<file path="src/rtl/uart_rx_frame_parser.sv">
// Recovers SOF/LEN/payload/CHK frames from a received byte stream, streams the
// payload with first/last markers and reports each frame as ok or errored.
module uart_rx_frame_parser #(
    parameter logic [7:0] SOF_BYTE       = 8'hA5,
    parameter int         MAX_LEN        = 16,
    parameter int         TIMEOUT_CYCLES = 50000
) (
    input  logic        clk,
    input  logic        rst_n,
    input  logic [7:0]  rx_data,
    input  logic        rx_valid,
    output logic [7:0]  pl_data,
    output logic        pl_valid,
    output logic        pl_first,
    output logic        pl_last,
    output logic        frame_ok,
    output logic        frame_err,
    output logic [1:0]  err_code,
    output logic [15:0] frame_count,
    output logic [15:0] err_count
);
    localparam int              TW        = $clog2(TIMEOUT_CYCLES + 1);
    localparam logic [7:0]      MAX_LEN_B = 8'(MAX_LEN);
    localparam logic [TW-1:0]   TMO_LAST  = TW'(TIMEOUT_CYCLES - 1);

    typedef enum logic [1:0] {IDLE, GET_LEN, PAYLOAD, GET_CHK} state_t;

    state_t        state_q, state_d;
    logic [7:0]    len_q, len_d;
    logic [7:0]    idx_q, idx_d;
    logic [7:0]    chk_q, chk_d;
    logic [TW-1:0] tmo_q, tmo_d;
    logic [7:0]    pl_data_q, pl_data_d;
    logic          pl_valid_q, pl_valid_d;
    logic          pl_first_q, pl_first_d;
    logic          pl_last_q, pl_last_d;
    logic          frame_ok_q, frame_ok_d;
    logic          frame_err_q, frame_err_d;
    logic [1:0]    err_code_q, err_code_d;
    logic [15:0]   frame_count_q, frame_count_d;
    logic [15:0]   err_count_q, err_count_d;

    logic len_bad;
    logic is_last;
    logic tmo_expire;

    assign len_bad    = (rx_data == 8'd0) || (rx_data > MAX_LEN_B);
    assign is_last    = (idx_q == len_q - 8'd1);
    // Expiry is judged on the count the next edge would load, so the error
    // lands TIMEOUT_CYCLES+1 clocks after the last byte.
    assign tmo_expire = (state_q != IDLE) && (tmo_q == TMO_LAST);

    always_ff @(posedge clk or negedge rst_n) begin
        if (!rst_n) begin
            state_q <= IDLE;
        end else begin
            state_q <= state_d;
        end
    end

    always_comb begin
        state_d = state_q;
        if (rx_valid) begin
            case (state_q)
                IDLE:    if (rx_data == SOF_BYTE) state_d = GET_LEN;
                GET_LEN: state_d = len_bad ? IDLE : PAYLOAD;
                PAYLOAD: if (is_last) state_d = GET_CHK;
                GET_CHK: state_d = IDLE;
                default: state_d = IDLE;
            endcase
        end else if (tmo_expire) begin
            state_d = IDLE;
        end
    end

    always_comb begin
        len_d         = len_q;
        idx_d         = idx_q;
        chk_d         = chk_q;
        pl_data_d     = pl_data_q;
        pl_valid_d    = 1'b0;
        pl_first_d    = 1'b0;
        pl_last_d     = 1'b0;
        frame_ok_d    = 1'b0;
        frame_err_d   = 1'b0;
        err_code_d    = err_code_q;
        frame_count_d = frame_count_q;
        err_count_d   = err_count_q;
        tmo_d         = (state_q == IDLE || rx_valid || tmo_expire) ? '0 : tmo_q + TW'(1);

        if (rx_valid) begin
            case (state_q)
                GET_LEN: begin
                    if (len_bad) begin
                        frame_err_d = 1'b1;
                        err_code_d  = 2'b01;
                        err_count_d = (err_count_q == 16'hFFFF) ? err_count_q : err_count_q + 16'd1;
                    end else begin
                        len_d = rx_data;
                        chk_d = rx_data;
                        idx_d = 8'd0;
                    end
                end
                PAYLOAD: begin
                    pl_valid_d = 1'b1;
                    pl_data_d  = rx_data;
                    pl_first_d = (idx_q == 8'd0);
                    pl_last_d  = is_last;
                    chk_d      = chk_q ^ rx_data;
                    idx_d      = idx_q + 8'd1;
                end
                GET_CHK: begin
                    if (rx_data == chk_q) begin
                        frame_ok_d    = 1'b1;
                        frame_count_d = (frame_count_q == 16'hFFFF) ? frame_count_q : frame_count_q + 16'd1;
                    end else begin
                        frame_err_d = 1'b1;
                        err_code_d  = 2'b10;
                        err_count_d = (err_count_q == 16'hFFFF) ? err_count_q : err_count_q + 16'd1;
                    end
                end
                default: ;
            endcase
        end else if (tmo_expire) begin
            frame_err_d = 1'b1;
            err_code_d  = 2'b11;
            err_count_d = (err_count_q == 16'hFFFF) ? err_count_q : err_count_q + 16'd1;
        end
    end

    always_ff @(posedge clk or negedge rst_n) begin
        if (!rst_n) begin
            len_q         <= '0;
            idx_q         <= '0;
            chk_q         <= '0;
            tmo_q         <= '0;
            pl_data_q     <= '0;
            pl_valid_q    <= 1'b0;
            pl_first_q    <= 1'b0;
            pl_last_q     <= 1'b0;
            frame_ok_q    <= 1'b0;
            frame_err_q   <= 1'b0;
            err_code_q    <= '0;
            frame_count_q <= '0;
            err_count_q   <= '0;
        end else begin
            len_q         <= len_d;
            idx_q         <= idx_d;
            chk_q         <= chk_d;
            tmo_q         <= tmo_d;
            pl_data_q     <= pl_data_d;
            pl_valid_q    <= pl_valid_d;
            pl_first_q    <= pl_first_d;
            pl_last_q     <= pl_last_d;
            frame_ok_q    <= frame_ok_d;
            frame_err_q   <= frame_err_d;
            err_code_q    <= err_code_d;
            frame_count_q <= frame_count_d;
            err_count_q   <= err_count_d;
        end
    end

    assign pl_data     = pl_data_q;
    assign pl_valid    = pl_valid_q;
    assign pl_first    = pl_first_q;
    assign pl_last     = pl_last_q;
    assign frame_ok    = frame_ok_q;
    assign frame_err   = frame_err_q;
    assign err_code    = err_code_q;
    assign frame_count = frame_count_q;
    assign err_count   = err_count_q;
endmodule

</file>
<file path="config.mk">
export PLATFORM = sky130hd
export DESIGN_NAME = uart_rx_frame_parser
export DESIGN_NICKNAME = d
export VERILOG_FILES = /design/src/rtl/uart_rx_frame_parser.sv
export SDC_FILE = /design/constraint.sdc
export NUM_CORES = 1
export LEC_CHECK = 0
export CAP_MARGIN = 15
export CORE_AREA = 4 4 127 129
export CTS_BUF_LIST = sky130_fd_sc_hd__clkbuf_16
export DETAILED_ROUTE_END_ITERATION = 6
export DIE_AREA = 0 0 131 133
export PLACE_DENSITY = 0.58
export SYNTH_ARGS = -nofsm -noshare
export SYNTH_HDL_FRONTEND = slang
export SYNTH_SLANG_ARGS = --single-unit
</file>
<file path="constraint.sdc">
create_clock -name clk -period 5 [get_ports clk]
set_input_delay 0.75 -clock clk [delete_from_list [all_inputs] [get_ports clk]]
set_output_delay 0.75 -clock clk [all_outputs]
set_load 0.02 [all_outputs]
</file>
After elaboration in Yosys (flattened, before gate mapping)

Index checks and enable logic that the tools add are counted.

Register bits: 89
Output and inout port bits: 47
Word-level logic and storage cells: 90

Add/subtract/negate cells: 5
$lt $le $gt $ge: 1
Equal/unequal tests: 15
Multiplexer cells: 36
Bitwise gates (word level): 3
Reduce and logical (&&, ||, !) cells: 16

Operator list:

| cell                    | count |
|---|---|
| $mux W16                | 6 |
| $add A16 B1 Y16 const B | 3 |
| $eq A16 B16 Y1 const B  | 3 |
| $pmux W16 S2            | 1 |
| $pmux W8 S2             | 2 |
| $mux W2                 | 9 |
| $eq A8 B8 Y1            | 2 |
| $logic_not A8 Y1        | 2 |
| $mux W8                 | 2 |
| $mux W1                 | 13 |
| $ne A3 B3 Y1 const B    | 4 |
| $reduce_and A3 Y1       | 3 |
| $add A8 B1 Y8 const B   | 1 |
| $eq A8 B8 Y1 const B    | 1 |
| $gt A8 B5 Y1 const B    | 1 |
| $pmux W2 S4             | 1 |
| $reduce_and A4 Y1       | 2 |
| $sub A8 B1 Y8 const B   | 1 |
| $xor A8 B8 Y8           | 1 |
| $reduce_bool A2 Y1      | 3 |
| $eq A2 B2 Y1 const B    | 2 |
| $pmux W2 S2             | 1 |
| $logic_or A1 B1 Y1      | 3 |
| $ne A3 B1 Y1 const B    | 1 |
| 7 further kinds         | 8 |

Logic depth before layout (Yosys ltp)

Gate-level depths: netlist (run 1).

Word-level depth: 5
Mapped depth: 8
Depth with buffers taken out: 8

Worst setup path after synthesis (run 1)

No wires, ideal clock.

Path type: input to register
From: in rx_data[3]
To: reg err_count_q[1], in the netlist err_count[1]
Arrival time: 2.346 ns
Path slack: 2.529 ns
Stages on the path: 7
Cell sequence: buf_6 -> nor4_4 -> xor2_1 -> or3_1 -> a32o_2 -> o21a_1 -> mux2_4

Word-level cells in the longest chain between the ends: 4
Elaborated cells on any way between the ends: 7
Classes of those cells: order compare: 1; eq/ne: 3; reduce/logical: 3

Ends and longest elaborated chain:

| item                                                    | line | text |
|---|---|---|
| start: declaration                                      | 10   | `input logic [7:0] rx_data,` |
| $gt A8 B5 Y1 / $logic_not A8 Y1 (equally long branches) | 47   | `assign len_bad = (rx_data == 8'd0) \|\| (rx_data > MAX_LEN_B);` |
| $logic_or A1 B1 Y1                                      | 47   |  |
| $ne A3 B3 Y1 (no line)                                  | n/a  |  |
| $reduce_and A4 Y1 (no line) (*)                         | n/a  |  |
| end signal: assignment                                  | 159  | `err_count_q <= err_count_d;` |
| end: declaration                                        | 41   | `logic [15:0] err_count_q, err_count_d;` |

Mark *: on every way between the ends. The rest lies on a longest branch, timed or not.
A chain may end at the register's enable or synchronous reset.

Worst setup path after layout (run 1)

From: in rx_valid
To: reg chk_q[3]

Word-level cells in the longest chain between the ends: 1

Ends and longest elaborated chain:

| item                        | line | text |
|---|---|---|
| start: declaration          | 11   | `input logic rx_valid,` |
| $reduce_and A3 Y1 (no line) | n/a  |  |
| end signal: assignment      | 149  | `chk_q <= chk_d;` |
| end: declaration            | 31   | `logic [7:0] chk_q, chk_d;` |

No other way between the ends.

==> results of run 1 <==
==> synth_stat cells, types with 2 or more instances <==
library cell	n
sky130_fd_sc_hd__nor3_1	11
sky130_fd_sc_hd__mux2_2	3
sky130_fd_sc_hd__xnor2_1	43
sky130_fd_sc_hd__and2_1	4
sky130_fd_sc_hd__inv_1	10
sky130_fd_sc_hd__xor2_1	25
sky130_fd_sc_hd__o21ai_0	10
sky130_fd_sc_hd__nor2_1	43
sky130_fd_sc_hd__a21oi_1	3
sky130_fd_sc_hd__nand4_1	12
sky130_fd_sc_hd__a41oi_1	2
sky130_fd_sc_hd__buf_2	5
sky130_fd_sc_hd__ha_1	6
sky130_fd_sc_hd__clkbuf_1	7
sky130_fd_sc_hd__nor4_1	3
sky130_fd_sc_hd__or3_1	4
sky130_fd_sc_hd__nor2b_1	11
sky130_fd_sc_hd__o221a_1	5
sky130_fd_sc_hd__nand3_1	33
sky130_fd_sc_hd__buf_6	6
sky130_fd_sc_hd__nor4_4	2
sky130_fd_sc_hd__nor4_2	2
sky130_fd_sc_hd__a31oi_1	3
sky130_fd_sc_hd__nand3b_1	3
sky130_fd_sc_hd__nand4b_1	4
sky130_fd_sc_hd__dfrtp_1	89
sky130_fd_sc_hd__nand2_1	51
sky130_fd_sc_hd__nor4b_1	3
sky130_fd_sc_hd__and3_1	10
==> cell type report <==
type	instances	area [um2]
Inverter	11	41.29
Tap cell	188	235.2
Sequential cell	89	2227
Clock inverter	7	71.32
Clock buffer	9	225.2
Fill cell	1484	9610
Timing Repair Buffer	58	575.6
Multi-Input combinational cell	313	2047
==> path summary, 6_finish.rpt <==
check / startpoint / cells past startpoint / to / slack (ps)
worst min register to register: tmo_q[0]$_DFF_PN0_ / 1 / tmo_q[0]$_DFF_PN0_ / 460
worst min-delay path: rst_n / 1 / frame_count[8]$_DFFE_PN0P_ / 320
worst max register to register: tmo_q[0]$_DFF_PN0_ / 7 / err_count[1]$_DFFE_PN0P_ / 2440
max in group asynchronous: rst_n / 2 / idx_q[4]$_DFFE_PN0P_ / 3610
worst max-delay path: rx_valid / 7 / chk_q[3]$_DFFE_PN0P_ / 1920
min in group clk: tmo_q[0]$_DFF_PN0_ / 1 / tmo_q[0]$_DFF_PN0_ / 460
==> report_power, final <==
part           internal [mW]  switching, mW  total [mW]
registers              0.722        0.00228       0.724
clock network          0.387          0.282       0.669
logic                 0.0168         0.0308      0.0476
total                   1.13          0.315        1.44
==> critical path: stages <==
cell and delay, ps:
sky130_fd_sc_hd__clkdlybuf4s50_1 550, sky130_fd_sc_hd__nor2b_1 240, sky130_fd_sc_hd__nand2_1 380, sky130_fd_sc_hd__clkinv_1 570, sky130_fd_sc_hd__nor2_1 480, sky130_fd_sc_hd__nor2b_1 90, sky130_fd_sc_hd__o221a_1 240
==> flip-flops by register name, indices dropped and copies added (netlist names) <==
register	count
tmo_q	16
chk_q	8
err_code	2
frame_count	16
err_count	16
idx_q	8
frame_ok	1
pl_data	8
pl_last	1
pl_valid	1
len_q	8
pl_first	1
state_q	2
frame_err	1
==> through the flow <==
| step | hold WS [ps] | setup WS (ps) | cells | instance area [um2] | power (mW) |
|---|---|---|---|---|---|
| 2_1_floorplan | 425.1 | 2529 | 431 | 4434 | 0.7592 |
| 3_3_place_gp | 441.0 | 1646 | 659 | 5126 | 0.7864 |
| 3_5_place_dp | 450.3 | 1570 | 659 | 5126 | 0.7872 |
| 4_1_cts | 323.0 | 1908 | 675 | 5423 | 1.466 |
| 5_1_grt | 341.6 | 1651 | 675 | 5423 | 1.507 |
| 6_report | 324.3 | 1923 | 675 | 5423 | 1.441 |
==> routing by layer <==
metal,track usage,wire length (um),up-vias
met3,0.03310,499,6
met5,0,0,-
li1,-,-,1580
met2,0.1639,4099,87
met1,0.1617,4589,1575
met4,0.02571,72,0
==> cell families (layout without fill, tap and decap cells) <==
kind of cell | Yosys count | in the layout | share of synthesized area
flip-flops | 89 | 89 | 0.5023
adder cells (fa/ha/maj) | 6 | 6 | 0.01693
multiplexers | 5 | 5 | 0.01354
buffers and inverters | 29 | 85 | 0.03612
AND/OR/NAND/NOR | 202 | 202 | 0.2429
XOR/XNOR | 68 | 68 | 0.1343
AO/OA/AOI/OAI | 32 | 32 | 0.05389
==> results.cfg, run 1 <==
[outcome]
outcome = finished clean

[flow_run]
timing.max_cap.violations = 0

[floorplanning]
die_area_um2 = 17420
core-area_um2 = 15030
die_x_um = 131
start_util = 0.2950
std_cell_rows = 45
top_level_ports = 58
die_height_um = 133

[detailed_routing]
route.vias.total = 3248
wire_per_inst_um = 13.72
drt_pre_antenna_iters = 4
finalWirelength_um = 9260
detail_route.vias_per_cell = 4.812
first_iter_violations = 207
route.antenna.remaining_nets = 0
drt_drc_violations_left = 0

[synthesis]
top_cells_by_area_in_the_synthesized_netlist = sky130_fd_sc_hd__dfrtp_1 50%, sky130_fd_sc_hd__xnor2_1 8.5%, sky130_fd_sc_hd__xor2_1 4.9%
avgSynthCellArea_um2 = 10.29
yosysWarningCount = 0
synth_edf_count = 0
synth.yosys.seq_area_share = 0.5023
count_of_different_cell_masters_after_synthesis = 47
synth_top_area_frac = 0.5023
synth_largest_area_cell = sky130_fd_sc_hd__dfrtp_1
syn_nets = 448
leading_register_cell_type_out_of_synthesis = sky130_fd_sc_hd__dfrtp_1
synthCells = 431
synth.cell_area_um2 = 4434
postSynthRegisterBits = 89
synth_async_sr_flop_share = 1.000

[cts]
clock_insertion_delay_worst_skew_ps = 340
cts_tree = done
cts_max_path_buffers = 2
post-cts-setup-buffers = 0
htree_num_levels = 3
post_cts_resize_count = 0
cts.sink_count = 89
numCtsBuffers = 9
clock-root-buffer = sky130_fd_sc_hd__clkbuf_16
cts-hold-fix-buffers = 0
cts.clk_slew.worst_paths_ps = 70

[global_routing]
first_global_vias = 3093
grt_overflow = 0
antenna_found_initial = 0
grt_max_degree = 61
global_route.usage.total = 0.1117
grt_pass1_wl_um = 15680

[timing]
fin_crit_ps = 3077
finClkSkew_ps = 7.560
max_clock_freq_ghz = 0.3250
fin_crit_sh = 0.6153
fin_tns_setup_ps = 0
final_hold_viol_count = 0
report.final.slew_viol_count = 0
timing_worst_slew_pin_value_ps = 855.0
slew-limit-headroom = 0.4257
rsz0062_at_grt = no
final-setup-viol-count = 0

[critical_path]
path_class = in2reg
critPathMaxFanout = 19
worst_path_required_ps = 5220
timing.critical_path.arrival_ps = 3300
endpoint_kind = flop
timing.critical_path.from_type = input port

[place]
portBuffers = 57
globalplace.congestion = 0.7709
place_hpwl_um = 6674

[layout]
diodes = 0
most_common_cell_after_layout_fill_and_taps_aside = sky130_fd_sc_hd__dfrtp_1
layout.nets = 499
final_cell_mix = 89 x sky130_fd_sc_hd__dfrtp_1, 56 x sky130_fd_sc_hd__clkdlybuf4s50_1, 51 x sky130_fd_sc_hd__nand2_1
syn2layout_area_growth_pct = 22.29
layout-drive-gt1-share = 0.06571
share_of_the_core_filled_with_cells_in_the_final_layout = 0.3607

[power]
vdd.ir_drop.worst_uv = 146.6
power_leakage_nw = 2.305
power-per-cell-area_nw_per_um2 = 265.8

[hold_path]
holdCritPathClass = in2async
Note: power is estimated with default switching activity, not from simulation.
==> run 2, diff against run 1 <==
Settings changed: PLACE_DENSITY 0.58 to 0.6.
Clock period 5 ns to 2.8 ns, I/O delays scaled along.
==> results.cfg, run 2 (synthesis gave the netlist of run 1 again) <==
[cts]
clock_insertion_delay_worst_skew_ps = 340
numCtsBuffers = 9
post-cts-setup-buffers = 0
cts_tree = done
clock-root-buffer = sky130_fd_sc_hd__clkbuf_16
cts.sink_count = 89
cts.clk_slew.worst_paths_ps = 70
cts_max_path_buffers = 2
htree_num_levels = 3
post_cts_resize_count = 0
cts-hold-fix-buffers = 0

[layout]
layout-drive-gt1-share = 0.1010
layout.nets = 517
fillCellCount = 1457
syn2layout_area_growth_pct = 27.31
final_cell_mix = 89 x sky130_fd_sc_hd__dfrtp_1, 56 x sky130_fd_sc_hd__clkdlybuf4s50_1, 51 x sky130_fd_sc_hd__nand2_1
finalInstanceArea_um2 = 5645
most_common_cell_after_layout_fill_and_taps_aside = sky130_fd_sc_hd__dfrtp_1
diodes = 0

[floorplanning]
core-area_um2 = 15030
die_x_um = 131
top_level_ports = 58
start_util = 0.2950
std_cell_rows = 45
die_height_um = 133
die_area_um2 = 17420

[global_routing]
first_global_vias = 3171
grt_pass1_wl_um = 16330
global_route.usage.total = 0.1163
grt_max_degree = 45
antenna_found_initial = 0
grt_overflow = 0

[critical_path]
critPathMaxFanout = 16
timing.critical_path.arrival_ps = 2710
endpoint_kind = flop
timing.critical_path.from_type = input port
worst_path_required_ps = 3030
path_class = in2reg

[power]
power-per-cell-area_nw_per_um2 = 503.7
vdd.ir_drop.worst_uv = 269.9
p_total_mw = 2.844
power_leakage_nw = 2.435

[place]
globalplace.congestion = 0.7919
portBuffers = 57
placement.cell_area_um2 = 5286
place_hpwl_um = 6987
pre_cts_slack_ps = -17.22

[outcome]
outcome = finished clean

[detailed_routing]
route.antenna.remaining_nets = 0
drt_drc_violations_left = 0
wire_per_inst_um = 13.81
met2WireLength_um = 4193
routed_wire_length_on_met3_um = 418
finalWirelength_um = 9573
route.top_layer_used = met4
route.vias.total = 3320
drt_pre_antenna_iters = 4
wl_met1_um = 4861
first_iter_violations = 193
detail_route.vias_per_cell = 4.791

[timing]
fin_crit_ps = 2487
slew-limit-headroom = 0.5725
max_clock_freq_ghz = 0.4021
fin_crit_sh = 0.8883
timing_worst_slew_pin_value_ps = 641.2
final_hold_viol_count = 0
rsz0062_at_grt = no
final-setup-viol-count = 0
worst_slack_ps = 312.9
holdWs_ps = 72.03
finClkSkew_ps = 10.91
report.final.slew_viol_count = 0
fin_tns_setup_ps = 0

[flow_run]
timing.max_cap.violations = 0

[hold_path]
holdCritPathClass = in2async
run 2: final timing paths:
kind                                    startpoint                          to  slack (ps)  depth (start not counted)
min in group clk                tmo_q[0]$_DFF_PN0_          tmo_q[0]$_DFF_PN0_         460                          1
worst max register to register  tmo_q[0]$_DFF_PN0_    err_count[1]$_DFFE_PN0P_         540                          7
worst max-delay path                    rx_data[2]    err_count[6]$_DFFE_PN0P_         310                          8
max in group asynchronous                    rst_n          tmo_q[2]$_DFF_PN0_        2070                          2
worst min register to register  tmo_q[0]$_DFF_PN0_          tmo_q[0]$_DFF_PN0_         460                          1
worst min-delay path                         rst_n  frame_count[6]$_DFFE_PN0P_          70                          1
run 2: final cells by class:
cell class	count	area (um2)	share of cell area
Sequential cell	89	2227	0.3945
Clock buffer	9	225.2	0.03989
Inverter	11	41.29	0.007314
Multi-Input combinational cell	313	2047	0.3626
Clock inverter	7	133.9	0.02371
Tap cell	188	235.2	0.04167
Timing Repair Buffer	76	735.7	0.1303
run 2: per-layer routing:
metal | vias to the layer above | global-route usage
li1 | 1609 | -
met1 | 1633 | 0.1729
met2 | 69 | 0.1637
met3 | 9 | 0.03149
met4 | 0 | 0.03543
met5 | - | 0
run 2: power by group:
part,switching [mW],total [mW],internal (mW),leakage [nW]
Sequential,0.00425,1.29,1.29,1.23
Clock,0.497,1.45,0.956,0.181
Combinational,0.0565,0.0963,0.0398,1.02
run 2: per-stage QoR:
stage	std cells	utilization
global route	693	0.3755
detailed placement	677	0.3516
CTS	693	0.3755
finish	693	0.3755
global placement	677	0.3516
floorplan	431	-
run 2: worst max-delay path, stage by stage:
cell	delay, ps
sky130_fd_sc_hd__clkdlybuf4s50_1	560
sky130_fd_sc_hd__nor4_4	310
sky130_fd_sc_hd__xor2_1	170
sky130_fd_sc_hd__or3_1	400
sky130_fd_sc_hd__a32o_2	350
sky130_fd_sc_hd__buf_12	170
sky130_fd_sc_hd__a31o_2	230
sky130_fd_sc_hd__o31a_1	100
